$ cat src/rtl/fir_pkg.sv
// Shared types and default widths for the sequential FIR MAC filter.
package fir_pkg;

  typedef enum logic [1:0] {
    IDLE,
    MAC,
    OUT
  } fir_state_e;

  localparam int DEF_DATA_W = 16;
  localparam int DEF_COEF_W = 16;
  localparam int DEF_NTAPS  = 4;

endpackage

$ cat src/rtl/fir_sample_window.sv
// Tapped delay line holding the NTAPS most recent samples; slot 0 (low bits) is newest.
module fir_sample_window
  import fir_pkg::*;
#(
  parameter int DATA_W = DEF_DATA_W,
  parameter int NTAPS  = DEF_NTAPS
) (
  input  logic                    clk_i,
  input  logic                    rst_i,
  input  logic                    en,
  input  logic [DATA_W-1:0]       sample,
  output logic [NTAPS*DATA_W-1:0] window
);

  always_ff @(posedge clk_i) begin
    if (rst_i) begin
      window <= '0;
    end else if (en) begin
      window <= {window[(NTAPS-1)*DATA_W-1:0], sample};
    end
  end

endmodule

$ cat src/rtl/fir_mac_seq.sv
// Sequential FIR filter: one shared multiplier walks the taps, one MAC per enabled cycle,
// then the saturated sum is held on a valid/ready output until taken.
module fir_mac_seq
  import fir_pkg::*;
#(
  parameter int DATA_W = DEF_DATA_W,
  parameter int COEF_W = DEF_COEF_W,
  parameter int NTAPS  = DEF_NTAPS,
  parameter int SHIFT  = 0,
  parameter int OUT_W  = DATA_W + COEF_W + $clog2(NTAPS)
) (
  input  logic                     clk_i,
  input  logic                     rst_i,
  input  logic                     clk_en_i,
  input  logic                     s_valid_i,
  output logic                     s_ready_o,
  input  logic [DATA_W-1:0]        s_data_i,
  input  logic                     coef_we_i,
  input  logic [$clog2(NTAPS)-1:0] coef_addr_i,
  input  logic [COEF_W-1:0]        coef_data_i,
  output logic                     m_valid_o,
  input  logic                     m_ready_i,
  output logic [OUT_W-1:0]         m_data_o,
  output logic                     busy_o
);

  localparam int TAP_W  = $clog2(NTAPS);
  localparam int PROD_W = DATA_W + COEF_W;
  localparam int ACC_W  = DATA_W + COEF_W + TAP_W;

  function automatic logic signed [OUT_W-1:0] sat_out(input logic signed [ACC_W-1:0] v);
    logic signed [ACC_W-1:0] hi;
    logic signed [ACC_W-1:0] lo;
    hi = {{(ACC_W-OUT_W+1){1'b0}}, {(OUT_W-1){1'b1}}};
    lo = ~hi;
    if (v > hi) begin
      sat_out = hi[OUT_W-1:0];
    end else if (v < lo) begin
      sat_out = lo[OUT_W-1:0];
    end else begin
      sat_out = v[OUT_W-1:0];
    end
  endfunction

  fir_state_e              state;
  fir_state_e              state_nx;
  logic [TAP_W-1:0]        idx;
  logic signed [ACC_W-1:0] acc;
  logic signed [COEF_W-1:0] coef [NTAPS];
  logic [NTAPS*DATA_W-1:0] window;
  logic signed [DATA_W-1:0] tap_sample;
  logic signed [COEF_W-1:0] tap_coef;
  logic signed [PROD_W-1:0] prod_p0;
  logic                    vld_p1;
  logic                    take;
  logic                    last_tap;
  logic                    coef_ok;

  assign s_ready_o  = (state == IDLE) & ~rst_i;
  assign busy_o     = (state == MAC);
  assign take       = s_valid_i & s_ready_o & clk_en_i;
  assign last_tap   = (int'(idx) == NTAPS - 1);
  // Coefficients are frozen while a sum is being accumulated.
  assign coef_ok    = coef_we_i & clk_en_i & (state != MAC) & (int'(coef_addr_i) < NTAPS);

  fir_sample_window #(
    .DATA_W(DATA_W),
    .NTAPS (NTAPS)
  ) u_window (
    .clk_i (clk_i),
    .rst_i (rst_i),
    .en    (take),
    .sample(s_data_i),
    .window(window)
  );

  // Stage p0: the single shared multiplier for the tap selected by idx
  assign tap_sample = window[int'(idx)*DATA_W +: DATA_W];
  assign tap_coef   = coef[idx];
  assign prod_p0    = PROD_W'(tap_sample) * PROD_W'(tap_coef);

  always_ff @(posedge clk_i) begin
    if (rst_i) begin
      state <= IDLE;
    end else begin
      state <= state_nx;
    end
  end

  always_comb begin
    state_nx = state;
    case (state)
      IDLE:    if (take) state_nx = MAC;
      MAC:     if (clk_en_i && last_tap) state_nx = OUT;
      OUT:     if (clk_en_i && m_valid_o && m_ready_i) state_nx = IDLE;
      default: state_nx = IDLE;
    endcase
  end

  // Stage p1: accumulate, then one extra OUT cycle registers the saturated result
  always_ff @(posedge clk_i) begin
    if (rst_i) begin
      acc       <= '0;
      idx       <= '0;
      vld_p1    <= 1'b0;
      m_valid_o <= 1'b0;
      m_data_o  <= '0;
      for (int k = 0; k < NTAPS; k++) begin
        coef[k] <= '0;
      end
    end else if (clk_en_i) begin
      case (state)
        IDLE: begin
          if (take) begin
            acc <= '0;
            idx <= '0;
          end
        end
        MAC: begin
          acc    <= acc + ACC_W'(prod_p0);
          idx    <= idx + 1'b1;
          vld_p1 <= last_tap;
        end
        OUT: begin
          if (vld_p1) begin
            m_data_o  <= sat_out(acc >>> SHIFT);
            m_valid_o <= 1'b1;
            vld_p1    <= 1'b0;
          end else if (m_valid_o && m_ready_i) begin
            m_valid_o <= 1'b0;
          end
        end
        default: ;
      endcase
      if (coef_ok) begin
        coef[coef_addr_i] <= coef_data_i;
      end
    end
  end

endmodule
$ cat config.mk
export PLATFORM = sky130hd
export DESIGN_NAME = fir_mac_seq
export DESIGN_NICKNAME = d
export VERILOG_FILES = /design/src/rtl/fir_pkg.sv /design/src/rtl/fir_sample_window.sv /design/src/rtl/fir_mac_seq.sv
export SDC_FILE = /design/constraint.sdc
export NUM_CORES = 1
export LEC_CHECK = 0
export CAP_MARGIN = 20
export CELL_PAD_IN_SITES_DETAIL_PLACEMENT = 1
export CELL_PAD_IN_SITES_GLOBAL_PLACEMENT = 1
export CORE_MARGIN = 2
export CORE_UTILIZATION = 49
export DETAILED_ROUTE_END_ITERATION = 10
export HOLD_SLACK_MARGIN = 0.15
export PLACE_DENSITY = 0.83
export SKIP_CTS_REPAIR_TIMING = 1
export SLEW_MARGIN = 20
export SYNTH_ARGS = -nofsm -noshare
export SYNTH_HDL_FRONTEND = slang
export SYNTH_SLANG_ARGS = --single-unit
$ cat constraint.sdc
create_clock -name clk_i -period 9.7 [get_ports clk_i]
set_input_delay 1.94 -clock clk_i [delete_from_list [all_inputs] [get_ports clk_i]]
set_output_delay 1.94 -clock clk_i [all_outputs]
set_load 0.05 [all_outputs]
# Word level (Yosys, flattened, before mapping)
# Memories as Yosys holds them, arrays and structs flattened. A register that Yosys moved wholly into a read port is not among the register bits.
# Index checks and enable logic that the tools add are counted.
[word_totals]
regBits = 138
inputBits = 40
latchBits = 0
output_inout_bits = 37
memories = 1
mem_bits_rw = 64
mem_bits_ro = 0
elab_cells = 65
[op_classes]
eq_ne = 7
n_addsub = 2
multipliers = 1
mux = 24
shifts = 1
n_bitwise = 6
n_lt_le_gt_ge = 2
div_mod_pow = 0
reduce_logical = 14
[mem_list]
columns = ["name", "depth", "width", "rd", "rd_clocked_by_memory_dff", "wr", "line", "rtl"]
rows = [
  ["coef", 4, 16, 1, 1, 4, "fir_mac_seq.sv:49", "logic signed [COEF_W-1:0] coef [NTAPS];"],
]
[ops]
columns = ["cell", "n"]
rows = [
  ["34-bit 2-to-1 mux", 3],
  ["34-bit case mux with 2 select lines", 1],
  ["64-bit by 7-bit variable part select with 16-bit output", 1],
  ["34-bit by 32-bit adder with 34-bit output", 1],
  ["34-bit greater-than comparator (second input constant)", 1],
  ["34-bit < comparator (second input constant)", 1],
  ["16-bit by 16-bit multiplier with 32-bit output", 1],
  ["16-bit 2-to-1 mux", 1],
  ["16-bit OR reduction", 1],
  ["2-bit 2-to-1 mux", 7],
  ["3-bit AND reduction", 4],
  ["1-bit 2-to-1 mux", 9],
  ["2-bit case mux with 3 select lines", 1],
  ["2-bit nonzero test", 3],
  ["1-bit AND", 5],
  ["2-bit by 1-bit equality test with 1-bit output (second input constant)", 2],
  ["1-bit logical AND", 4],
  ["2-bit by 1-bit != test with 1-bit output (second input constant)", 2],
  ["2-bit != test (second input constant)", 2],
  ["2-bit case mux with 2 select lines", 1],
  ["2-bit by 1-bit adder with 2-bit output (second input constant)", 1],
  ["2-bit equality test (second input constant)", 1],
  ["2-bit zero test", 1],
  ["1-bit case mux with 2 select lines", 1],
  ["other kinds (2)", 2],
]

# Depth between registers and ports, before layout
# Gate-level depths: netlist of the first run.
[depth]
depth_word = 8
depth_mapped = 30
mapped_depth_nobuf = 26

# By module
# A second synthesis of the first run with hierarchy kept.
[hier_totals]
hier_cells = 2006
hier_area_um2 = 19431.1
[by_module_without_submodules]
columns = ["mod", "seq_area_each_um2", "n_inst", "area_each_um2", "cells_each"]
rows = [
  ["fir_mac_seq", 3443.3, 1, 17140.2, 1800],
  ["fir_sample_window", 1281.2, 1, 2290.9, 206],
]

# Worst setup path after synthesis of the first run
# Ideal clock, no wire load.
[synth_path]
kind = "flip-flop to flip-flop"
startpoint = "register with a tool-made name"
endpoint = "register acc[31]"
slack_ns = 2.068
setup_time_ns = 0.122
stages_incl_launch_ff = 26
path_buffers = 3
arrival_ns = 7.511
required_ns = 9.578
synth_period_minus_slack_ns = 7.632
path_cell_list = "dfxtp_1 > clkbuf_1 > buf_1 > mux2_2 > o21a_1 > clkbuf_1 > nand2_1 > inv_1 > fa_1 > fa_1 > fa_1 > fa_1 > fa_1 > inv_1 > fa_1 > inv_1 > ha_1 > nand4_1 > or3_1 > or4_1 > o32ai_2 > o41ai_4 > o21ai_1 > a21oi_1 > mux2i_1 > a221o_1"
[synth_lines]
columns = ["element", "line", "rtl"]
rows = [
  ["to (signal assigned)", "fir_mac_seq.sv:120", "acc <= acc + ACC_W'(prod_p0);"],
  ["to (decl)", "fir_mac_seq.sv:48", "logic signed [ACC_W-1:0] acc;"],
]

==> results.py, run 1 <==
metrics = {
    "clock_network": {
        "clkSlewWorstSetupHoldPaths_ns": 0.06,
        "cts_max_level": 1,
        "clock_path_buffers": 3,
        "cts_buffers": 24,
        "clk-insertion-delay-late_ns": 0.55,
        "cts.sinks": 204,
        "cts_tree": "done",
        "cts-root-buf": "clkbuf_16",
    },
    "critical_path": {
        "critPathMaxFanout": 16,
        "rr_worst_depth": 26,
        "cp-start-kind": "flop",
        "worstPathRequired_ns": 10.14,
        "cpMostUsedCell": "fa_1",
        "cpPeakStageDelay_ns": 0.84,
        "endpoint_kind": "flop",
        "critPathArrivalTime_ns": 8.67,
        "rrSetupSlack_ns": 1.47,
        "endpoint": "acc[31]$_SDFFE_PP0P_",
        "worst-setup-path-type": "flop to flop",
        "cp_slowest_cell": "fa_1",
        "reg2reg_to": "acc[31]$_SDFFE_PP0P_",
    },
    "yosys": {
        "synth-seq-cells": 204,
        "yosys-top-cells-count": "nand2_1, inv_1, fa_1, a21oi_1, nor2_1",
        "synth.most_common_cell": "nand2_1",
        "synth_edf_count": 64,
        "synth_area_leaders": "fa_1, dfxtp_1, edfxtp_1, nand2_1, inv_1",
        "yosysSeqAreaShare": 0.245,
        "synth_ff_type": "dfxtp_1",
        "syn_area_mm2": 0.0193,
        "ys_async_sr_fraction": 0,
        "synth.distinct_cells": 60,
        "synth.avg_cell_area_um2": 9.25,
        "yosys_warnings": 0,
        "synth_top_cell_area_share": 0.316,
        "synth_top_area_cell": "fa_1",
        "netlist_instances": 2087,
        "synth_nets": 2538,
    },
    "die": {
        "die_h_um": 202,
        "placementRows": 72,
        "chipWidth_um": 202,
        "fp.dieArea_mm2": 0.0410,
        "initial_core_util": 0.498,
        "pin_count": 77,
        "coreArea_mm2": 0.0387,
    },
    "sta": {
        "setup_viol": 0,
        "hold_viol_final": 0,
        "final.setup.worst_slack_ns": 1.47,
        "finalSetupTns_ns": 0,
        "finalCritPeriodShare": 0.849,
        "clock.fmax_mhz": 121,
        "worst_pin_slew_ns": 1.12,
        "relSlewSlack": 0.251,
        "rsz0062_at_grt": "false",
        "period_minus_slack_ns": 8.23,
        "slew_viol_final": 0,
        "worst_clock_skew_ns": 0.0119,
    },
    "detailed_routing": {
        "drtIter0Drc": 957,
        "wl_per_cell_um": 21.8,
        "drcViolationCount": 0,
        "drt_wl_total_mm": 57.8,
        "viasPerCell": 5.52,
        "dr.pass1.iters": 5,
        "ant_nets": 0,
        "route.vias.total": 14600,
    },
    "final_layout": {
        "synthToLayoutAreaGrowth_pct": 10.0,
        "fillers": 4451,
        "fin_cells": 2648,
        "drive_above_1_share": 0.0502,
        "nNetsFinal": 2566,
        "fin_util": 0.548,
        "n_antenna_cell": 0,
    },
    "place": {
        "gp_congestion": 0.919,
        "dp_cells": 2607,
        "place_ws_ns": 1.51,
        "dp.final_hpwl_mm": 44.6,
        "portBuffers": 76,
    },
    "grt": {
        "grt_pass1_wl_mm": 93.8,
        "grt_pass1_vias": 17100,
        "antenna_found_initial": 1,
        "grt_usage": 0.296,
        "grt_max_degree": 90,
        "grt.overflow.total": 0,
    },
    "pwr": {
        "finalPower_uw": 2860,
        "leakage_uw": 0.00952,
        "powerDensity_mw_per_mm2": 135,
        "max-vdd-ir-drop_mv": 0.135,
    },
    "worst_hold_path": {
        "hp-class": "flop to flop",
    },
    "job": {
        "cap_violations": 0,
    },
    "outcome": {
        "status": "finished, final reports clean",
    },
}
-- metrics by stage --
step	instance area, um2	hold slack, ns
2_1_floorplan	19300	0.433
3_3_place_gp	20500	0.443
3_5_place_dp	20500	0.451
4_1_cts	21200	0.458
5_1_grt	21200	0.482
6_report	21200	0.455
-- worst min-delay path by stage --
stage                                     startpoint                                to  slack, ns  depth (start not counted)
finish              u_window.window[62]$_SDFFE_PP0P_  u_window.window[62]$_SDFFE_PP0P_       0.46                          2
global route        u_window.window[62]$_SDFFE_PP0P_  u_window.window[62]$_SDFFE_PP0P_       0.48                          2
CTS                 u_window.window[62]$_SDFFE_PP0P_  u_window.window[62]$_SDFFE_PP0P_       0.46                          2
detailed placement  u_window.window[62]$_SDFFE_PP0P_  u_window.window[62]$_SDFFE_PP0P_       0.45                          2
global placement    u_window.window[57]$_SDFFE_PP0P_  u_window.window[57]$_SDFFE_PP0P_       0.44                          2
floorplan           u_window.window[63]$_SDFFE_PP0P_  u_window.window[63]$_SDFFE_PP0P_       0.43                          2
-- state kept, by name, summed over array words and instances, names as in the netlist, named ones only --
| register | flops |
|---|---|
| state | 2 |
| vld_p1 | 1 |
| u_window.window | 64 |
| acc | 34 |
| m_data_o | 34 |
| m_valid_o | 1 |
| coef | 64 |
| idx | 2 |
-- power by group --
part / switching [uW] / internal (uW)
logic: 704 / 402
registers: 21.8 / 910
clock network: 372 / 455
-- area by class of cell --
class	instances	area (um2)	area share
inverter	356	1340	0.0629
clock inverter	13	90.1	0.00424
tap	518	648	0.0305
clock buffer	28	616	0.0290
multi-input combinational	1431	12900	0.607
timing repair buffer	98	923	0.0435
sequential	204	4730	0.223
-- cell usage in the layout, fill, tap and decap left out, drive strengths merged, types with 4 or more instances in the layout --
master,instances
nand2,376
inv,356
fa,305
a21oi,145
nor2,142
dfxtp,140
ha,106
and2,86
clkdlybuf4s50,75
edfxtp,64
o21ai,54
clkbuf,28
mux2i,25
xnor2,24
mux2,23
buf,23
nand3,19
o21a,17
xor2,12
clkinv,11
a22oi,10
mux4,9
nand2b,9
nor2b,6
o21bai,6
or2,5
or3,5
nor3,4
o211ai,4
a21o,4
-- critical path, delay by kind of cell, from the launching register on --
family,cells,cell delay [ns]
AO/OA/AOI/OAI,6,1.07
adder cells (fa/ha/maj),7,3.82
buffers and inverters,6,0.93
flip-flops,1,0.73
multiplexers,2,0.27
AND/OR/NAND/NOR,5,1.29
-- cells by family after synthesis --
family	count (synthesis)	synth area share
and+or+nand+nor	665	0.148
buffers and inverters	452	0.0884
xor gates and xnor gates	36	0.0163
AOI/OAI and AO/OA	262	0.0806
adders and majority gates	411	0.385
muxes	57	0.0369
DFF	204	0.245
-- routing by layer --
layer | GRT usage | vias to the layer above | share of wire
met5 | 0 | - | 0
met4 | 0.117 | 0 | 0.040
met3 | 0.0679 | 145 | 0.071
met2 | 0.511 | 472 | 0.49
met1 | 0.360 | 7498 | 0.40
li1 | - | 6500 | -
Note: power is estimated with default switching activity, not from simulation.
==> run 2: changes to the inputs <==
- clock period: 9.7 -> 8.14 ns (I/O delays scaled with it)
==> results.py, run 2 (synthesis gave the netlist of run 1 again) <==
metrics = {
    "outcome": {
        "status": "finished, final reports clean",
    },
    "critical_path": {
        "critPathArrivalTime_ns": 8.23,
        "worstPathRequired_ns": 8.59,
        "endpoint_kind": "flop",
        "cp_slowest_cell": "fa_1",
        "rr_worst_depth": 26,
        "cpPeakStageDelay_ns": 0.52,
        "rrSetupSlack_ns": 0.36,
        "worst-setup-path-type": "flop to flop",
        "reg2reg_to": "acc[31]$_SDFFE_PP0P_",
        "cpMostUsedCell": "fa_1",
        "cp-start-kind": "flop",
        "critPathMaxFanout": 16,
    },
    "worst_hold_path": {
        "min_to": "u_window.window[62]$_SDFFE_PP0P_",
        "hp-class": "flop to flop",
        "min_from": "u_window.window[62]$_SDFFE_PP0P_",
        "min_path_cells": 2,
    },
    "place": {
        "portBuffers": 76,
        "dp.final_hpwl_mm": 46.3,
        "placed_cell_area_mm2": 0.0207,
        "gp_congestion": 0.950,
    },
    "final_layout": {
        "top_regs": "coef x64, u_window.window x64",
        "nNetsFinal": 2591,
        "mostFrequentLayoutCells": "nand2_1, inv_1, fa_1",
        "fin_util": 0.554,
        "synthToLayoutAreaGrowth_pct": 11.3,
        "n_antenna_cell": 0,
        "finalInstanceArea_mm2": 0.0215,
        "drive_above_1_share": 0.0626,
        "final_common_cell": "nand2_1",
    },
    "clock_network": {
        "cts_tree": "done",
        "cts.sinks": 204,
        "cts-root-buf": "clkbuf_16",
        "clkSlewWorstSetupHoldPaths_ns": 0.06,
        "cts_max_level": 1,
        "clk-insertion-delay-late_ns": 0.57,
        "clock_path_buffers": 3,
        "cts_buffers": 25,
    },
    "pwr": {
        "max-vdd-ir-drop_mv": 0.146,
        "powerDensity_mw_per_mm2": 164,
        "leakage_uw": 0.00968,
    },
    "grt": {
        "antenna_found_initial": 0,
        "use_met2": 0.514,
        "grt_pass1_vias": 17200,
        "met3_usage": 0.0589,
        "busiest_layer": "met2",
        "grt_pass1_wl_mm": 94.4,
        "grt_usage": 0.301,
        "grt.overflow.total": 0,
        "grt_max_degree": 87,
        "use_met1": 0.367,
    },
    "sta": {
        "rsz0062_at_grt": "false",
        "worst_clock_skew_ns": 0.0266,
        "period_minus_slack_ns": 7.78,
        "slew_viol_final": 0,
        "hold_viol_final": 0,
        "clock.fmax_mhz": 129,
        "relSlewSlack": 0.293,
        "finalCritPeriodShare": 0.956,
        "setup_viol": 0,
        "worst_pin_slew_ns": 1.06,
        "finalSetupTns_ns": 0,
    },
    "job": {
        "cap_violations": 0,
    },
    "die": {
        "pin_count": 77,
        "coreArea_mm2": 0.0387,
        "chipWidth_um": 202,
        "placementRows": 72,
        "initial_core_util": 0.498,
        "fp.dieArea_mm2": 0.0410,
        "die_h_um": 202,
    },
    "detailed_routing": {
        "dr.pass1.iters": 5,
        "ant_nets": 0,
        "route.vias.total": 14800,
        "wl_per_cell_um": 22.0,
        "drt_wl_total_mm": 58.8,
        "drtIter0Drc": 978,
        "viasPerCell": 5.52,
        "drcViolationCount": 0,
    },
}
==> run 2: worst max path at each step <==
stage,start,endpoint,slack [ns],cells past startpoint
2_1_floorplan,flop,acc[31]$_SDFFE_PP0P_,0.51,25
3_3_place_gp,flop,acc[31]$_SDFFE_PP0P_,0.62,25
3_5_place_dp,flop,acc[31]$_SDFFE_PP0P_,0.34,25
4_1_cts,flop,acc[31]$_SDFFE_PP0P_,0.32,25
5_1_grt,flop,acc[31]$_SDFFE_PP0P_,0.03,26
6_report,flop,acc[31]$_SDFFE_PP0P_,0.36,26
==> run 2: metrics by stage <==
| step | power, uW | hold slack (ns) | setup slack [ns] | cells |
|---|---|---|---|---|
| after floorplan | 2030 | 0.433 | 0.508 | 2087 |
| after global placement | 2370 | 0.442 | 0.624 | 2631 |
| after detailed placement | 2440 | 0.450 | 0.342 | 2631 |
| after CTS | 3530 | 0.458 | 0.324 | 2676 |
| after global routing | 3730 | 0.478 | 0.0320 | 2676 |
| final | 3520 | 0.455 | 0.361 | 2676 |
==> run 2: per-layer routing <==
layer	share of wire	wire, um	up-vias
li1	-	-	6569
met1	0.39	22800	7550
met2	0.49	28700	484
met3	0.070	4140	176
met4	0.053	3090	0
met5	0	0	-
==> run 2: area by class of cell <==
cell class | count | area, um2
fillers | 4468 | 17300
multi-input cells | 1431 | 12900
flip-flops and latches | 204 | 4730
inverters | 356 | 1340
repair buffers | 122 | 1100
clock buffers | 38 | 718
well taps | 518 | 648
clock inverters | 7 | 55.1
==> run 2: report_power, final <==
part	total [uW]	internal [uW]	switching, uW
clock	1070	611	455
combinational	1340	489	855
sequential	1110	1080	22.5
total	3520	2180	1330
==> run 2: critical path, delay by kind of cell, from the launching register on <==
family	cells	cell delay, ns
buffers and inverters	7	0.90
multiplexers	2	0.50
AO/OA/AOI/OAI	6	1.12
flip-flops	1	0.50
adder cells (fa/ha/maj)	7	3.36
AND/OR/NAND/NOR	4	1.26
